File: src/rtl/peripherals_param_if.sv
// -----------------------------------------------------------------------------
// peripherals_param_if
// Bundles the operator-panel signals of peripherals_param (push-button, byte
// switches, mode switch, operand bus, result input and 7-segment outputs).
//
// Parameters
//   DATA_W  : operand/result width in bits (multiple of 8)
//   NUM_OPS : number of operands exposed on the operand bus
//
// Modports
//   master : panel/system side; drives enter, inputdata, loaddata and dataR,
//            receives inputdata_ready, operands and disp3..disp0
//   slave  : peripherals_param side (mirror image of master)
// -----------------------------------------------------------------------------
interface peripherals_param_if #(
  parameter int DATA_W  = 32,
  parameter int NUM_OPS = 2
);
  logic                        enter;
  logic [7:0]                  inputdata;
  logic                        loaddata;
  logic                        inputdata_ready;
  logic [NUM_OPS*DATA_W-1:0]   operands;
  logic [DATA_W-1:0]           dataR;
  logic [6:0]                  disp3;
  logic [6:0]                  disp2;
  logic [6:0]                  disp1;
  logic [6:0]                  disp0;

  modport master (
    output enter, inputdata, loaddata, dataR,
    input  inputdata_ready, operands, disp3, disp2, disp1, disp0
  );

  modport slave (
    input  enter, inputdata, loaddata, dataR,
    output inputdata_ready, operands, disp3, disp2, disp1, disp0
  );
endinterface

File: src/rtl/peripherals_param.sv
// -----------------------------------------------------------------------------
// peripherals_param
// Byte-at-a-time operand loader and result browser driven by a single
// push-button. Each button press writes one byte of the operands (load mode)
// or steps through the bytes of the result (browse mode); four 7-segment
// digits show what is being addressed.
//
// Parameters
//   DATA_W  : operand/result width, multiple of 8, 8..64
//   NUM_OPS : number of operands loaded, 1..3
//   DEB_CYC : debounce stability count (cycles), used only with the macro
//
// Ports
//   clk    : single clock, all state on the rising edge
//   reset  : asynchronous, active-high reset
//   bus    : peripherals_param_if.slave
//            enter           raw asynchronous push-button
//            inputdata[7:0]  byte to be written
//            loaddata        1 = load mode, 0 = browse mode (sampled on press)
//            inputdata_ready all operand bytes loaded
//            operands        operand k at [k*DATA_W +: DATA_W]
//            dataR           result to display
//            disp3..disp0    active-low segments {g,f,e,d,c,b,a}
//
// Configuration
//   PERIPH_DEBOUNCE_EN : when defined, the synchronised button must be high
//                        for DEB_CYC consecutive cycles before the press is
//                        accepted; otherwise the first synchronised rising
//                        edge is the press.
// -----------------------------------------------------------------------------
module peripherals_param #(
  parameter int DATA_W  = 32,
  parameter int NUM_OPS = 2,
  parameter int DEB_CYC = 16
) (
  input  logic                 clk,
  input  logic                 reset,
  peripherals_param_if.slave   bus
);

  localparam int BYTES = DATA_W / 8;
  localparam int IDX_W = (BYTES > 1) ? $clog2(BYTES) : 1;
  localparam int OP_W  = (NUM_OPS > 1) ? $clog2(NUM_OPS) : 1;

  localparam logic [6:0] GLYPH_R = 7'b0101111;

  // Reject unsupported configurations at elaboration time.
  if ((DATA_W % 8) != 0 || DATA_W < 8 || DATA_W > 64 ||
      NUM_OPS < 1 || NUM_OPS > 3 || DEB_CYC < 1) begin : g_bad_param
    $error("peripherals_param: unsupported parameter combination");
  end

  typedef enum logic [1:0] {
    ST_LOAD,
    ST_READY,
    ST_SHOW
  } state_t;

  // ---------------------------------------------------------------------------
  // Button synchroniser and press detection
  // ---------------------------------------------------------------------------
  logic sync1_reg;
  logic sync2_reg;
  logic pulse;

  always_ff @(posedge clk or posedge reset) begin
    if (reset) begin
      sync1_reg <= 1'b0;
      sync2_reg <= 1'b0;
    end else begin
      sync1_reg <= bus.enter;
      sync2_reg <= sync1_reg;
    end
  end

`ifdef PERIPH_DEBOUNCE_EN
  localparam int DEB_W = $clog2(DEB_CYC + 1);

  // deb_cnt_reg counts synchronised-high cycles seen so far in the current
  // press; the press is accepted on the DEB_CYC-th high sample. armed_reg
  // drops after acceptance so a held button cannot fire again until it has
  // been seen low.
  logic [DEB_W-1:0] deb_cnt_reg;
  logic             armed_reg;

  assign pulse = sync2_reg && armed_reg && (deb_cnt_reg == DEB_W'(DEB_CYC - 1));

  always_ff @(posedge clk or posedge reset) begin
    if (reset) begin
      deb_cnt_reg <= '0;
      armed_reg   <= 1'b1;
    end else if (!sync2_reg) begin
      deb_cnt_reg <= '0;
      armed_reg   <= 1'b1;
    end else if (armed_reg) begin
      if (pulse) begin
        armed_reg <= 1'b0;
      end else begin
        deb_cnt_reg <= deb_cnt_reg + DEB_W'(1);
      end
    end
  end
`else
  logic sync_prev_reg;

  assign pulse = sync2_reg && !sync_prev_reg;

  always_ff @(posedge clk or posedge reset) begin
    if (reset) begin
      sync_prev_reg <= 1'b0;
    end else begin
      sync_prev_reg <= sync2_reg;
    end
  end
`endif

  // ---------------------------------------------------------------------------
  // Control FSM and counters
  // ---------------------------------------------------------------------------
  state_t           state_reg, state_next;
  logic [IDX_W-1:0] byte_idx_reg, byte_idx_next;
  logic [OP_W-1:0]  op_idx_reg, op_idx_next;
  logic [IDX_W-1:0] res_idx_reg, res_idx_next;
  logic             ready_reg, ready_next;
  logic             wr_en;

  logic [7:0] op_mem_reg [NUM_OPS][BYTES];

  always_ff @(posedge clk or posedge reset) begin
    if (reset) begin
      state_reg    <= ST_LOAD;
      byte_idx_reg <= '0;
      op_idx_reg   <= '0;
      res_idx_reg  <= '0;
      ready_reg    <= 1'b0;
    end else begin
      state_reg    <= state_next;
      byte_idx_reg <= byte_idx_next;
      op_idx_reg   <= op_idx_next;
      res_idx_reg  <= res_idx_next;
      ready_reg    <= ready_next;
    end
  end

  always_comb begin
    state_next    = state_reg;
    byte_idx_next = byte_idx_reg;
    op_idx_next   = op_idx_reg;
    res_idx_next  = res_idx_reg;
    ready_next    = ready_reg;
    wr_en         = 1'b0;

    if (pulse) begin
      unique case (state_reg)
        ST_LOAD: begin
          // A browse-mode press while loading is deliberately ignored.
          if (bus.loaddata) begin
            wr_en = 1'b1;
            if (byte_idx_reg == IDX_W'(BYTES - 1)) begin
              byte_idx_next = '0;
              if (op_idx_reg == OP_W'(NUM_OPS - 1)) begin
                op_idx_next = '0;
                state_next  = ST_READY;
                ready_next  = 1'b1;
              end else begin
                op_idx_next = op_idx_reg + OP_W'(1);
              end
            end else begin
              byte_idx_next = byte_idx_reg + IDX_W'(1);
            end
          end
        end

        ST_READY, ST_SHOW: begin
          if (bus.loaddata) begin
            // Restart: counters and ready clear, operand storage is kept.
            state_next    = ST_LOAD;
            byte_idx_next = '0;
            op_idx_next   = '0;
            res_idx_next  = '0;
            ready_next    = 1'b0;
          end else if (state_reg == ST_READY) begin
            state_next   = ST_SHOW;
            res_idx_next = '0;
          end else if (res_idx_reg == IDX_W'(BYTES - 1)) begin
            res_idx_next = '0;
          end else begin
            res_idx_next = res_idx_reg + IDX_W'(1);
          end
        end

        default: begin
          state_next = ST_LOAD;
        end
      endcase
    end
  end

  // Operand byte storage; must clear on reset, so it stays in flops.
  always_ff @(posedge clk or posedge reset) begin
    if (reset) begin
      for (int k = 0; k < NUM_OPS; k++) begin
        for (int b = 0; b < BYTES; b++) begin
          op_mem_reg[k][b] <= 8'h00;
        end
      end
    end else if (wr_en) begin
      op_mem_reg[op_idx_reg][byte_idx_reg] <= bus.inputdata;
    end
  end

  // ---------------------------------------------------------------------------
  // Outputs
  // ---------------------------------------------------------------------------
  genvar gi, gb;

  generate
    for (gi = 0; gi < NUM_OPS; gi++) begin : g_op
      for (gb = 0; gb < BYTES; gb++) begin : g_byte
        assign bus.operands[gi*DATA_W + gb*8 +: 8] = op_mem_reg[gi][gb];
      end
    end
  endgenerate

  logic [7:0] res_bytes [BYTES];

  generate
    for (gi = 0; gi < BYTES; gi++) begin : g_res
      assign res_bytes[gi] = bus.dataR[gi*8 +: 8];
    end
  endgenerate

  assign bus.inputdata_ready = ready_reg;

  function automatic logic [6:0] hex7(input logic [3:0] v);
    logic [6:0] seg;
    unique case (v)
      4'h0: seg = 7'b1000000;
      4'h1: seg = 7'b1111001;
      4'h2: seg = 7'b0100100;
      4'h3: seg = 7'b0110000;
      4'h4: seg = 7'b0011001;
      4'h5: seg = 7'b0010010;
      4'h6: seg = 7'b0000010;
      4'h7: seg = 7'b1111000;
      4'h8: seg = 7'b0000000;
      4'h9: seg = 7'b0010000;
      4'hA: seg = 7'b0001000;
      4'hB: seg = 7'b0000011;
      4'hC: seg = 7'b1000110;
      4'hD: seg = 7'b0100001;
      4'hE: seg = 7'b0000110;
      default: seg = 7'b0001110;
    endcase
    return seg;
  endfunction

  logic [7:0] shown_byte;
  logic [6:0] disp3_c, disp2_c, disp1_c, disp0_c;

  always_comb begin
    shown_byte = 8'h00;
    disp3_c    = GLYPH_R;
    disp2_c    = hex7(4'(res_idx_reg));
    if (state_reg == ST_LOAD) begin
      shown_byte = op_mem_reg[op_idx_reg][byte_idx_reg];
      // The operand letters A, b, C share glyphs with hex digits A..C.
      disp3_c    = hex7(4'hA + 4'(op_idx_reg));
      disp2_c    = hex7(4'(byte_idx_reg));
    end else begin
      shown_byte = res_bytes[res_idx_reg];
    end
    disp1_c = hex7(shown_byte[7:4]);
    disp0_c = hex7(shown_byte[3:0]);
  end

  assign bus.disp3 = disp3_c;
  assign bus.disp2 = disp2_c;
  assign bus.disp1 = disp1_c;
  assign bus.disp0 = disp0_c;

endmodule

File: src/flat_wrapper.sv
// flat-port wrapper written by rule: the top's interface ports become plain ports
module peripherals_param_flat 
#(
  parameter int DATA_W  = 32,
  parameter int NUM_OPS = 2,
  parameter int DEB_CYC = 16
)
  (clk, reset, bus_enter, bus_inputdata, bus_loaddata, bus_dataR, bus_inputdata_ready, bus_operands, bus_disp3, bus_disp2, bus_disp1, bus_disp0);
  peripherals_param_if #(.DATA_W(DATA_W), .NUM_OPS(NUM_OPS)) bus_i ();
  input  logic clk;
  input  logic reset;
  input wire logic [$bits(bus_i.enter)-1:0] bus_enter;
  input wire logic [$bits(bus_i.inputdata)-1:0] bus_inputdata;
  input wire logic [$bits(bus_i.loaddata)-1:0] bus_loaddata;
  input wire logic [$bits(bus_i.dataR)-1:0] bus_dataR;
  output wire logic [$bits(bus_i.inputdata_ready)-1:0] bus_inputdata_ready;
  output wire logic [$bits(bus_i.operands)-1:0] bus_operands;
  output wire logic [$bits(bus_i.disp3)-1:0] bus_disp3;
  output wire logic [$bits(bus_i.disp2)-1:0] bus_disp2;
  output wire logic [$bits(bus_i.disp1)-1:0] bus_disp1;
  output wire logic [$bits(bus_i.disp0)-1:0] bus_disp0;
  assign bus_i.enter = bus_enter;
  assign bus_i.inputdata = bus_inputdata;
  assign bus_i.loaddata = bus_loaddata;
  assign bus_i.dataR = bus_dataR;
  assign bus_inputdata_ready = bus_i.inputdata_ready;
  assign bus_operands = bus_i.operands;
  assign bus_disp3 = bus_i.disp3;
  assign bus_disp2 = bus_i.disp2;
  assign bus_disp1 = bus_i.disp1;
  assign bus_disp0 = bus_i.disp0;
  peripherals_param #(.DATA_W(DATA_W), .NUM_OPS(NUM_OPS), .DEB_CYC(DEB_CYC)) u_core (.clk(clk), .reset(reset), .bus(bus_i));
endmodule
File: config.mk
export PLATFORM = sky130hd
export DESIGN_NAME = peripherals_param_flat
export DESIGN_NICKNAME = d
export VERILOG_FILES = /design/src/rtl/peripherals_param_if.sv /design/src/rtl/peripherals_param.sv /design/src/flat_wrapper.sv
export SDC_FILE = /design/constraint.sdc
export NUM_CORES = 1
export LEC_CHECK = 0
export ABC_AREA = 1
export BUFFER_PORTS_ARGS = -buffer_cell sky130_fd_sc_hd__buf_2
export CAP_MARGIN = 20
export CELL_PAD_IN_SITES_DETAIL_PLACEMENT = 1
export CELL_PAD_IN_SITES_GLOBAL_PLACEMENT = 1
export CORE_ASPECT_RATIO = 0.7
export CORE_MARGIN = 3
export CORE_UTILIZATION = 40
export DETAILED_ROUTE_END_ITERATION = 8
export HOLD_SLACK_MARGIN = 0.02
export PLACE_DENSITY = 0.86
export SYNTH_ARGS = -nofsm -noshare
export SYNTH_HDL_FRONTEND = slang
export SYNTH_SLANG_ARGS = --single-unit
File: constraint.sdc
create_clock -name clk -period 5.8 [get_ports clk]
set_clock_uncertainty 0.1 [all_clocks]
set_input_delay 0.58 -clock clk [delete_from_list [all_inputs] [get_ports clk]]
set_output_delay 0.58 -clock clk [all_outputs]
set_load 0.05 [all_outputs]
==> flow_summary.yaml <==
routing:
  ant_nets: 0
  drc_errors: 0
  drt_wl_total_microns: 16800
  vias: 5062
  drt_pre_antenna_iters: 5
  first_iter_violations: 378
  wl_per_cell_microns: 17.7
  viasPerCell: 5.33
cts:
  insertion_delay_ps: 340
  cts.repair.resized: 0
  cts_tree: "done"
  cts_sinks: 75
  cts_root_buf: "clkbuf_16"
  clock_path_buffers: 2
  postCtsHoldBufs: 0
  cts_buffers: 9
  htreeDepth: 3
  clk_pin_slew_ps: 60
  post-cts-setup-buffers: 0
logic_synthesis:
  syn_area_per_cell_sq_um: 7.12
  ys_ff_latch: 75
  ys_top_cells_by_area: "dfrtp_1 39%, nand2_1 17%, o21ai_0 8.5%"
  synth_top_area_cell: "dfrtp_1"
  syn_area_sq_um: 4810
  synth_cells: 676
  seq_area_frac_synth_pct: 39.0
  ys.warnings.count: 0
  yosysTopAreaCellShare_pct: 39.0
  synth_cell_types: 31
die:
  dieArea_sq_um: 13400
  die_height_microns: 97.8
  initial_core_util_pct: 42.3
  die_w_microns: 137
  design.core.area_sq_um: 11400
  rows: 32
  ios: 137
hold_path:
  min_from: "bus_enter"
  whs_endpoint: "u_core.sync1_reg$_DFF_PP0_"
  hold_depth: 1
  hold_path.class: "input pin to flop"
setup_path:
  cp.required_ps: 5120
  crit_chain: "inv_1 > ha_1 > inv_2 > o211ai_1 > nand2_1 > ha_1 > inv_1 > nand3_1 > o21ai_1 > buf_2"
  critical_path_peak_fanout: 24
  path_class: "flop to primary output"
  reg2reg_slack_ps: 2920
  rr_endpoint: "u_core.bus.operands[1]$_DFFE_PP0P_"
  start_kind: "flop"
  critPathBufInv: 4
  ff2ff_path_depth: 6
  arrival_ps: 3460
  cp_slowest_stage_delay_ps: 770
  critPathSlowestCell: "ha_1"
  cp_top_family: "adder cells"
  endpoint_kind: "primary output"
  r2r-start: "u_core.state_reg[0]$_DFFE_PP0P_"
timing:
  final-setup-viol-count: 0
  rsz0062_at_grt: "false"
  worst_pin_slew_ps: 970
  period_needed_ps: 4140
  hold_ws_ps: 241
  final.setup.worst_slack_ps: 1660
  fmax_mhz: 242
  maxSlewViolCount: 0
  final_hold_viol_count: 0
  max-slew-margin-rel_pct: 35.3
  finalCritPeriodShare_pct: 71.3
  setup_tns_ps: 0
grt:
  grt_max_degree: 76
  grtUsageTotal_pct: 25.6
  grt_pass1_vias: 5190
  grt_pass1_wl_microns: 27000
  antenna_found_initial: 0
  gr-total-overflow: 0
layout:
  ff_latch_area_sq_um: 1880
  diodes: 0
  area_growth_syn_to_layout_pct: 20.6
  final_common_cell: "nand2_1"
  nFillCells: 1558
  fin_nets: 859
  multi_input_area_sq_um: 2440
  layout_common_cells: "219 x nand2_1, 133 x buf_2, 82 x o21ai_0"
  drive_gt1_share_pct: 22.2
  largest_register_ffs: 64
outcome:
  status: "finished, final reports clean"
run:
  cap_violations: 0
placed_design:
  gp_congestion: 0.890
  place_ws_ps: 2090
  io_buffers: 133
  hpwl_microns: 12700
## layout make-up
type / count / share of cell area [%]
multi-input combinational: 492 / 42.0
sequential: 75 / 32.3
timing repair buffer: 135 / 11.7
inverter: 78 / 5.09
clock buffer: 12 / 4.59
tap: 153 / 3.30
clock inverter: 4 / 0.949
## metal layers
metal  track usage, %  wire length (microns)
met4             8.51                    416
met2             38.5                   7420
met3             4.84                    957
met1             37.2                   8010
met5                0                      0
## kinds of logic (layout without fill, tap and decap cells)
kind of cell / count (synthesis) / in the layout / synth area share [%]
other: 1 / 3 / 0.0779
DFF: 75 / 75 / 39.0
and+or+nand+nor: 355 / 355 / 32.3
AOI/OAI and AO/OA: 110 / 110 / 11.9
adders and majority gates: 24 / 24 / 6.24
buffers and inverters: 111 / 229 / 10.5
## cells in the mapped netlist, drive strengths merged
cell,count
ha,24
a21oi,4
o211ai,7
or2,3
nor4,2
o41ai,1
dfrtp,75
nand4,1
nand3,71
conb,1
nor3,3
clkbuf,5
clkinv,1
nand2,226
o21ai,98
nor2,49
buf,28
inv,77
## worst reg2reg max path, cell delays in order, from the launching register on
cell and delay, ps:
dfrtp_1 400, inv_1 110, ha_1 770, inv_2 400, nor2_4 330, nand3_2 350
o21ai_0 320
## worst max path at each step
| stage | from | end | slack, ps | cells after the start |
|---|---|---|---|---|
| after floorplan | u_core.state_reg[0]$_DFFE_PP0P_ | bus_disp1[2] | 2410 | 9 |
| after global placement | u_core.state_reg[0]$_DFFE_PP0P_ | bus_disp1[0] | 2260 | 12 |
| after detailed placement | u_core.state_reg[1]$_DFFE_PP0P_ | bus_disp0[2] | 2090 | 10 |
| after CTS | u_core.state_reg[0]$_DFFE_PP0P_ | bus_disp0[2] | 1660 | 10 |
| after global routing | u_core.state_reg[0]$_DFFE_PP0P_ | bus_disp0[2] | 1380 | 10 |
| final | u_core.state_reg[0]$_DFFE_PP0P_ | bus_disp0[2] | 1660 | 10 |
## per-stage QoR
step,std cells,util [%],cell area [sq um]
4_1_cts,949,51.0,5800
3_3_place_gp,933,48.2,5480
6_report,949,51.0,5800
2_1_floorplan,678,-,4820
5_1_grt,949,51.0,5800
3_5_place_dp,933,48.2,5480
Power is left out: the tool's default activity adds up to more than one toggle a clock period on the data nets, which glitch-free logic cannot reach.
